$ cat src/rtl/arith_order_sched.sv
// Arithmetic-unit order sequencer: accepts one decoded order, stimulates the selected
// panel on an odd minor cycle, waits for its end pulse and reports back with a watchdog.
// Optional sign-questioning step for add-class orders: define ARITH_SCHED_SIGN_QUERY_EN.
module arith_order_sched #(
   parameter int CNT_W         = 6,
   parameter int TIMEOUT_MINOR = 40
) (
   input  logic             clk,
   input  logic             rst,
   input  logic             order_valid,
   input  logic [2:0]       order_class,
   input  logic             r2,
   input  logic             g8,
   input  logic             ev_d0,
   input  logic             odd_d0,
   input  logic             ep_add,
   input  logic             ep_mul,
   input  logic             ep_shift,
`ifdef ARITH_SCHED_SIGN_QUERY_EN
   input  logic             sign_r,
   output logic             sign_q,
`endif
   output logic             busy,
   output logic [2:0]       stim,
   output logic [2:0]       gate,
   output logic             ep_out,
   output logic             err_illegal,
   output logic             err_timeout,
   output logic [CNT_W-1:0] minor_cnt
);

   localparam logic [2:0] S_IDLE  = 3'd0;
   localparam logic [2:0] S_ARMED = 3'd1;
   localparam logic [2:0] S_SYNC  = 3'd2;
   localparam logic [2:0] S_RUN   = 3'd3;
   localparam logic [2:0] S_DONE  = 3'd4;
`ifdef ARITH_SCHED_SIGN_QUERY_EN
   localparam logic [2:0] S_SIGNQ = 3'd5;
`endif

   localparam logic [CNT_W-1:0] CNT_MAX = {CNT_W{1'b1}};
   localparam logic [CNT_W-1:0] CNT_ONE = {{(CNT_W-1){1'b0}}, 1'b1};
   localparam logic [CNT_W-1:0] TMO     = CNT_W'(TIMEOUT_MINOR);

   logic [2:0]       state_q, state_d;
   logic [2:0]       cls_q, cls_d;
   logic [CNT_W-1:0] cnt_q, cnt_d;
   logic             busy_q, busy_d;
   logic [2:0]       stim_q, stim_d;
   logic [2:0]       gate_q, gate_d;
   logic             ep_out_q, ep_out_d;
   logic             err_illegal_q, err_illegal_d;
   logic             err_timeout_q, err_timeout_d;
`ifdef ARITH_SCHED_SIGN_QUERY_EN
   logic             sign_q_q, sign_q_d;
`endif

   logic             class_onehot;
   logic             ep_match;
   logic             gate_state;
   logic [CNT_W-1:0] cnt_inc;
   logic [CNT_W-1:0] cnt_run;
   logic             timeout_hit;

   always_comb begin
      class_onehot = (order_class == 3'b001) || (order_class == 3'b010) ||
                     (order_class == 3'b100);
      ep_match     = |(cls_q & {ep_shift, ep_mul, ep_add});
      cnt_inc      = (cnt_q == CNT_MAX) ? cnt_q : (cnt_q + CNT_ONE);
      cnt_run      = ev_d0 ? cnt_inc : cnt_q;
      // the abort fires in the cycle the count reaches the limit, unless the panel ends too
      timeout_hit  = (cnt_run == TMO);

      state_d       = state_q;
      cls_d         = cls_q;
      cnt_d         = cnt_q;
      err_illegal_d = 1'b0;
      err_timeout_d = 1'b0;
`ifdef ARITH_SCHED_SIGN_QUERY_EN
      sign_q_d      = 1'b0;
`endif

      case (state_q)
         S_IDLE: begin
            if (order_valid) begin
               if (class_onehot) begin
                  cls_d   = order_class;
                  state_d = S_ARMED;
               end else begin
                  err_illegal_d = 1'b1;
               end
            end else begin
               state_d = S_IDLE;
            end
         end
         S_ARMED: begin
            if (r2 && !g8) begin
               state_d = S_SYNC;
            end else begin
               state_d = S_ARMED;
            end
         end
         S_SYNC: begin
            if (odd_d0 && !g8) begin
               state_d = S_RUN;
               cnt_d   = {CNT_W{1'b0}};
            end else begin
               state_d = S_SYNC;
            end
         end
         S_RUN: begin
            cnt_d = cnt_run;
            if (ep_match) begin
`ifdef ARITH_SCHED_SIGN_QUERY_EN
               if (cls_q[0]) begin
                  state_d  = S_SIGNQ;
                  sign_q_d = 1'b1;
               end else begin
                  state_d = S_DONE;
               end
`else
               state_d = S_DONE;
`endif
            end else if (timeout_hit) begin
               state_d       = S_IDLE;
               err_timeout_d = 1'b1;
            end else begin
               state_d = S_RUN;
            end
         end
`ifdef ARITH_SCHED_SIGN_QUERY_EN
         S_SIGNQ: begin
            cnt_d = cnt_run;
            if (sign_r) begin
               state_d = S_DONE;
            end else if (timeout_hit) begin
               state_d       = S_IDLE;
               err_timeout_d = 1'b1;
            end else begin
               state_d = S_SIGNQ;
            end
         end
`endif
         S_DONE: begin
            state_d = S_IDLE;
         end
         default: begin
            state_d = S_IDLE;
         end
      endcase

`ifdef ARITH_SCHED_SIGN_QUERY_EN
      gate_state = (state_d == S_RUN) || (state_d == S_SIGNQ);
`else
      gate_state = (state_d == S_RUN);
`endif
      busy_d   = (state_d != S_IDLE);
      stim_d   = ((state_q == S_SYNC) && (state_d == S_RUN)) ? cls_q : 3'b000;
      gate_d   = gate_state ? cls_q : 3'b000;
      ep_out_d = (state_d == S_DONE);
   end

   always_ff @(posedge clk) begin
      if (rst) begin
         state_q       <= S_IDLE;
         cls_q         <= 3'b000;
         cnt_q         <= {CNT_W{1'b0}};
         busy_q        <= 1'b0;
         stim_q        <= 3'b000;
         gate_q        <= 3'b000;
         ep_out_q      <= 1'b0;
         err_illegal_q <= 1'b0;
         err_timeout_q <= 1'b0;
`ifdef ARITH_SCHED_SIGN_QUERY_EN
         sign_q_q      <= 1'b0;
`endif
      end else begin
         state_q       <= state_d;
         cls_q         <= cls_d;
         cnt_q         <= cnt_d;
         busy_q        <= busy_d;
         stim_q        <= stim_d;
         gate_q        <= gate_d;
         ep_out_q      <= ep_out_d;
         err_illegal_q <= err_illegal_d;
         err_timeout_q <= err_timeout_d;
`ifdef ARITH_SCHED_SIGN_QUERY_EN
         sign_q_q      <= sign_q_d;
`endif
      end
   end

   assign busy        = busy_q;
   assign stim        = stim_q;
   assign gate        = gate_q;
   assign ep_out      = ep_out_q;
   assign err_illegal = err_illegal_q;
   assign err_timeout = err_timeout_q;
   assign minor_cnt   = cnt_q;
`ifdef ARITH_SCHED_SIGN_QUERY_EN
   assign sign_q      = sign_q_q;
`endif

endmodule

$ cat config.mk
export PLATFORM = sky130hd
export DESIGN_NAME = arith_order_sched
export DESIGN_NICKNAME = d
export VERILOG_FILES = /design/src/rtl/arith_order_sched.sv
export SDC_FILE = /design/constraint.sdc
export NUM_CORES = 1
export LEC_CHECK = 0
export CAP_MARGIN = 0
export CORE_MARGIN = 2
export CORE_UTILIZATION = 35
export CTS_BUF_LIST = sky130_fd_sc_hd__clkbuf_4
export CTS_CLUSTER_SIZE = 8
export DETAILED_ROUTE_END_ITERATION = 7
export GPL_TIMING_DRIVEN = 0
export PLACE_DENSITY_LB_ADDON = 0.12
export SKIP_CTS_REPAIR_TIMING = 1
export SYNTH_ARGS = -nofsm -noshare
export SYNTH_HDL_FRONTEND = slang
export SYNTH_SLANG_ARGS = --single-unit
$ cat constraint.sdc
create_clock -name clk -period 2.05 [get_ports clk]
set_input_delay 0.615 -clock clk [delete_from_list [all_inputs] [get_ports clk]]
set_output_delay 0.615 -clock clk [all_outputs]
set_load 0.05 [all_outputs]
* Word-level counts from Yosys, hierarchy flattened
Index checks and enable logic that the tools add are counted.
Storage, ports and cells: input port bits 13, bits in registers 22, output and inout bits 16
Operators by class: muxes and demuxes 13, equality and inequality tests 11, bitwise gates (word level) 6, add/subtract/negate cells 1, reduce and logical (&&, ||, !) cells 16
Operator list (count):
- $mux W6 | 3
- $eq A3 B2 Y1 const B | 4
- $eq A6 B6 Y1 const B | 2
- $pmux W3 S4 | 1
- $pmux W6 S2 | 1
- $mux W3 | 3
- $add A6 B1 Y6 const B | 1
- $eq A3 B1 Y1 const B | 2
- $eq A3 B3 Y1 const B | 2
- $reduce_or A3 Y1 | 2
- $not A1 Y1 | 5
- $reduce_or A5 Y1 | 1
- $mux W2 | 2
- $reduce_or A2 Y1 | 2
- $and A3 B3 Y3 | 1
- $logic_and A1 B1 Y1 | 3
- $logic_not A3 Y1 | 1
- $mux W1 | 3
- $reduce_and A3 Y1 | 1
- $reduce_bool A3 Y1 | 1
- $logic_or A1 B1 Y1 | 2
- $ne A2 B2 Y1 const B | 1
- $reduce_and A2 Y1 | 1
- $reduce_bool A2 Y1 | 1
- $logic_not A1 Y1 | 1

* Longest topological paths before layout
depth in word-level cells 11, depth in mapped cells 6, mapped depth without buffers 5

* Worst setup path after synthesis
OpenSTA, ideal clock, no wires.
kind register to register, start register cnt_q[0] (netlist: minor_cnt[0]), end register busy_q (netlist: busy), data arrival time 2.085 ns, library setup time 0.143 ns, cell stages (with the launch flop) 6, slack -0.178 ns, path through dfxtp_1 -> ha_1 -> nand3_1 -> o32a_1 -> a311oi_4 -> o221ai_1
Between the ends: longest elaborated chain between the ends 8, elaborated cells on any way between the ends 9
Ends and longest elaborated chain:
- start, declared | line 47 | logic [CNT_W-1:0] cnt_q, cnt_d;
- start signal, assigned | line 167 | cnt_q <= {CNT_W{1'b0}};
- start signal, assigned | line 180 | cnt_q <= cnt_d;
- $add A6 B1 Y6 / $eq A6 B6 Y1 (equally long branches) | line 69 | cnt_inc = (cnt_q == CNT_MAX) ? cnt_q : (cnt_q + CNT_ONE);
- $mux W6 | line 69
- $mux W6 * | line 70 | cnt_run = ev_d0 ? cnt_inc : cnt_q;
- $eq A6 B6 Y1 * | line 72 | timeout_hit = (cnt_run == TMO);
- $mux W2 * | line 124 | end else if (timeout_hit) begin
- $mux W3 * | line 113 | if (ep_match) begin
- $pmux W3 S4 * | line 83 | case (state_q)
- $reduce_bool A3 Y1 * | line 157 | busy_d = (state_d != S_IDLE);
- end signal, assigned | line 181 | busy_q <= busy_d;
- end, declared | line 48 | logic busy_q, busy_d;
Every way passes the cells marked *; elsewhere a longest branch is shown, timed or not. A chain may end at the register's enable or synchronous reset.

* Worst setup path in the final report
start input port order_class[2], end register gate_q[0] (netlist: gate[0])
Between the ends: longest elaborated chain between the ends 9, elaborated cells on any way between the ends 11
Ends and longest elaborated chain:
- start, declared | line 11 | input logic [2:0] order_class,
- $eq A3 B1 Y1 / $eq A3 B2 Y1 (equally long branches) | line 66 | class_onehot = (order_class == 3'b001) || (order_class == 3'b010) ||
- $logic_or A1 B1 Y1 | line 66
- $logic_or A1 B1 Y1 * | line 66
- $mux W3 * | line 86 | if (class_onehot) begin
- $mux W3 * | line 85 | if (order_valid) begin
- $pmux W3 S4 * | line 83
- $eq A3 B2 Y1 * | line 155 | gate_state = (state_d == S_RUN);
- $not A1 Y1 (no source line) *
- $reduce_or A2 Y1 (no source line) *
- end signal, assigned | line 183 | gate_q <= gate_d;
- end, declared | line 50 | logic [2:0] gate_q, gate_d;
Marked as above.

==> results by stage <==
Die:
- Pin placement for this block handled 29 I/O pins.
- The region available for standard cell placement spans 3053 µm².
- The initial utilization of the core area, before any placement, comes to 37.05%.
- The die covers 3702 µm².
- The vertical die dimension is 60.85 µm.
- In this run the horizontal extent of the chip is 60.85 µm.
- The floorplan has 20 rows.

Synth:
- The number of standard cells after synthesis is 125.
- For this run, the number of Yosys warnings is 0.
- For this run, the register share of the synthesized area comes to 38.94%.
- The distinct cell type count after synthesis is 43.
- Counting flops with an async set or reset pin after synthesis yields a share of 0%.
- The library cell occupying the most area in the post-synthesis netlist is sky130_fd_sc_hd__dfxtp_1.
- The synthesized design contains 0 enable-type register cells.
- Sorting the synthesized cells by area gives the leading types as sky130_fd_sc_hd__dfxtp_1, sky130_fd_sc_hd__a21oi_1, sky130_fd_sc_hd__nand2_1, sky130_fd_sc_hd__and2_1, sky130_fd_sc_hd__o21ai_0.
- In this run the cell area of the synthesized design comes to 1131 µm².
- The top cell type by area accounts for 38.94% of the synthesized area.
- The per-instance average area after synthesis is 9.049 µm².
- The leading cell type by number of instances after synthesis is sky130_fd_sc_hd__dfxtp_1.
- By count the netlist is led by sky130_fd_sc_hd__dfxtp_1, sky130_fd_sc_hd__nand2_1, sky130_fd_sc_hd__a21oi_1.
- Synthesis produced a netlist with a net count of 139.
- Synthesis inferred 22 register bits.
- The most frequently used flop master after synthesis is sky130_fd_sc_hd__dfxtp_1.

Place:
- The count of input and output buffers is 28.
- The area after detailed placement is 1470 µm².
- The congestion estimate from routability-driven global placement came to 0.7860.
- Once detailed placement completed, the half-perimeter wirelength came to 1892 µm.

Critical path:
- In this run the register-to-register setup slack is 0.13 ns.
- The kind of cell with the highest combined delay along the critical path is buffers and inverters.
- The kind of end point of the critical path is a flip-flop.
- The worst setup path is launched from an input pin.
- For this run, the slowest stage of the critical path takes 0.63 ns.
- The slowest stage of the critical path is the sky130_fd_sc_hd__clkdlybuf4s50_1 cell.
- The worst register-to-register path begins at minor_cnt[0].
- STA puts the critical path data required time at 2.29 ns.
- The type of the worst setup path is input pin to flip-flop.
- Traced cell by cell, the critical path runs through clkdlybuf4s50_1 -> xor2_2 -> o211ai_2 -> a2111oi_4 -> buf_4 -> o2bb2ai_1.
- Along the worst path, the maximum fanout reaches 7.
- The number of buffers and inverters on the critical path is 2.
- The destination of the worst register-to-register timing path is busy.
- The number of cells on the worst reg-to-reg path is 6.
- The worst path arrival time is 2.21 ns.

Power and ir drop:
- The proportion of power drawn by flip-flops and latches is 49.5%.
- The clock group share of total power is 36.2%.
- Summed over all nets, the switching power comes to 212.5 µW.
- For this design the ratio of total power to cell area is 563.1 nW/µm².
- In this run the static leakage power is 0.0008381 µW.
- The switching part of the total power is 23.37%.
- The internal power of the cells totals 697.0 µW.
- The part of the total power dissipated in combinational logic is 14.3%.
- The worst voltage drop across the vdd grid is 0.0004966 V.

Final layout:
- From synthesis to final layout, the design area changed by 42.81%.
- For this run, the post-layout net count is 177.
- The filler cells instantiated in the layout total 305.
- The post-route netlist has 14.20% of its cells at a drive strength greater than 1.
- The number of antenna diodes in the final layout is 0.
- The cell area after layout is 1615 µm².

STA:
- The worst setup skew after layout is 0.004280 ns.
- Setup repair after global routing left no endpoint under its margin.
- The count of pins over their slew limit came to 0.
- The final clock period utilization by the worst path is 96.11%.
- Setup violations remaining at the end of the flow were counted as 0.
- The final number of hold-violating endpoints came to 0.
- The worst pin sits at a relative slew slack of 65.32%.
- The time the final worst path needs with I/O delays and setup is 1.970 ns.
- The highest clock frequency the design can meet is 507.5 MHz.
- Adding up every negative setup slack in the final design gives 0 ns.
- The transition time of the tightest slew-check pin is 0.5194 ns.

Route:
- For this block, the initial DRC count from the detailed router was 23.
- After detailed routing, the number of vias per cell comes to 5.121.
- The detail-routed net length per standard cell is 12.18 µm.
- The remaining number of nets flagged by the antenna check after routing is 0.
- The number of design rule violations left after detail routing is 0.
- The final layout contains routed wiring with a total length of 2510 µm.
- The overall via count from detail_route is 1055.
- The first detailed-routing pass took 4 iterations.

GRT:
- The via count of the first global-routing pass came to 921.
- The first global-routing pass estimated 4084 µm of wire.
- Summed over all layers, the global routing overflow is 0.
- The global-route total usage across every layer is 14.89%.
- The pin count of the biggest net entering global routing is 14.
- The initial antenna violation count was 0.

CTS:
- The longest clock path from root to sink contains 2 buffers.
- For this design, the sink count on the clock tree is 22.
- Clock tree synthesis inserted a total of 3 buffers.
- Clock-pin slew was measured on the worst setup and hold paths at 0.12 ns.
- TritonCTS built the clock tree.
- The clock root buffer is sky130_fd_sc_hd__clkbuf_4.
- The level count of the clock H-tree is 1.
- For the worst-skew pair, the clock arrives at the later sink with an insertion delay of 0.31 ns.

Worst hold path:
- The number of cells on the worst hold path is 2.
- The hold-critical path endpoint is minor_cnt[1].
- The worst hold path startpoint is minor_cnt[1].
- The class of the tightest hold or removal check is flip-flop to flip-flop.

Status:
- The flow ran to the end, and the final reports show no timing, DRC or antenna violations.

Job:
- Across the run, the number of max-cap violations was 0.
-- worst max-delay path by stage --
stage                               from      end  slack, ns  cells past startpoint
after floorplan             minor_cnt[4]     busy      0.007                      4
after global placement             ev_d0     busy      -0.52                      5
after detailed placement           ev_d0     busy      -0.55                      5
after CTS                          ev_d0     busy      -0.20                      5
after global routing      order_class[2]  gate[0]      0.002                      6
final                     order_class[2]  gate[0]       0.08                      6
-- cells in the final DEF (no fill, tap or decap), types with 2 or more instances in the layout --
cell,instances
sky130_fd_sc_hd__a21oi_1,14
sky130_fd_sc_hd__inv_1,5
sky130_fd_sc_hd__o32ai_1,3
sky130_fd_sc_hd__nor2b_1,2
sky130_fd_sc_hd__o31ai_1,2
sky130_fd_sc_hd__buf_4,5
sky130_fd_sc_hd__nor2_1,5
sky130_fd_sc_hd__dfxtp_2,3
sky130_fd_sc_hd__nand2b_1,4
sky130_fd_sc_hd__o32a_1,2
sky130_fd_sc_hd__or3_1,3
sky130_fd_sc_hd__o2bb2ai_1,3
sky130_fd_sc_hd__clkbuf_4,3
sky130_fd_sc_hd__o22ai_1,2
sky130_fd_sc_hd__nand3_2,2
sky130_fd_sc_hd__nand2_1,16
sky130_fd_sc_hd__and2_1,6
sky130_fd_sc_hd__clkdlybuf4s50_1,11
sky130_fd_sc_hd__dlymetal6s2s_1,17
sky130_fd_sc_hd__dfxtp_1,19
sky130_fd_sc_hd__o21ai_0,6
-- state kept, by name, summed over array words and instances (netlist names) --
register	flops
err_illegal	1
stim	3
gate	3
err_timeout	1
cls_q	3
ep_out	1
state_q	3
busy	1
minor_cnt	6
-- through the flow --
step / hold slack (ns) / utilization (%) / total power [µW] / instances / worst slack [ns]
finish: 0.5361 / 52.91 / 909.5 / 206 / 0.07973
global route: 0.5743 / 52.91 / 945.7 / 206 / 0.001954
CTS: 0.5410 / 49.88 / 913.5 / 201 / -0.1967
detailed placement: 0.5203 / 48.16 / 582.3 / 197 / -0.5465
global placement: 0.5104 / 48.16 / 579.6 / 197 / -0.5233
floorplan: 0.4793 / - / 529.4 / 125 / 0.006830
-- power by group through the flow --
| stage | sequential [µW] | clock [µW] | combinational, µW |
|---|---|---|---|
| final | 450 | 330 | 130 |
| after detailed placement | 460 | 0 | 123 |
| after CTS | 450 | 341 | 123 |
| after global placement | 459 | 0 | 120 |
| after floorplan | 472 | 0 | 57.7 |
| after global routing | 453 | 352 | 141 |
-- final cells by class --
type	count	area (µm²)	area share, %
sequential	22	444.2	27.50
multi-input combinational	95	664.4	41.13
tap	44	55.05	3.408
inverter	5	18.77	1.162
clock inverter	1	30.03	1.859
clock buffer	3	22.52	1.394
buffer	3	20.02	1.239
timing repair buffer	33	360.3	22.31
-- worst reg2reg max path: stages, from the launching register on --
cell                       delay (ns)
sky130_fd_sc_hd__dfxtp_2         0.42
sky130_fd_sc_hd__ha_1            0.24
sky130_fd_sc_hd__nand2_1         0.10
sky130_fd_sc_hd__or4_4           0.44
sky130_fd_sc_hd__a311oi_4        0.25
sky130_fd_sc_hd__buf_4           0.19
sky130_fd_sc_hd__o221ai_1        0.14
-- routing by layer --
layer | up-vias | share of wire [%] | track usage, %
met3 | 2 | 5.6 | 3.838
met1 | 476 | 46 | 18.52
met5 | - | 0 | 0
li1 | 546 | - | -
met4 | 0 | 0.76 | 3.727
met2 | 31 | 47 | 25.65
-- kinds of logic after synthesis --
family,Yosys count,synth area share (%)
AOI/OAI and AO/OA,44,30.31
and+or+nand+nor,49,25.44
adders and majority gates,1,1.106
xor gates and xnor gates,1,0.7745
buffers and inverters,8,3.429
DFF,22,38.94
Note: power is estimated with default switching activity, not from simulation.
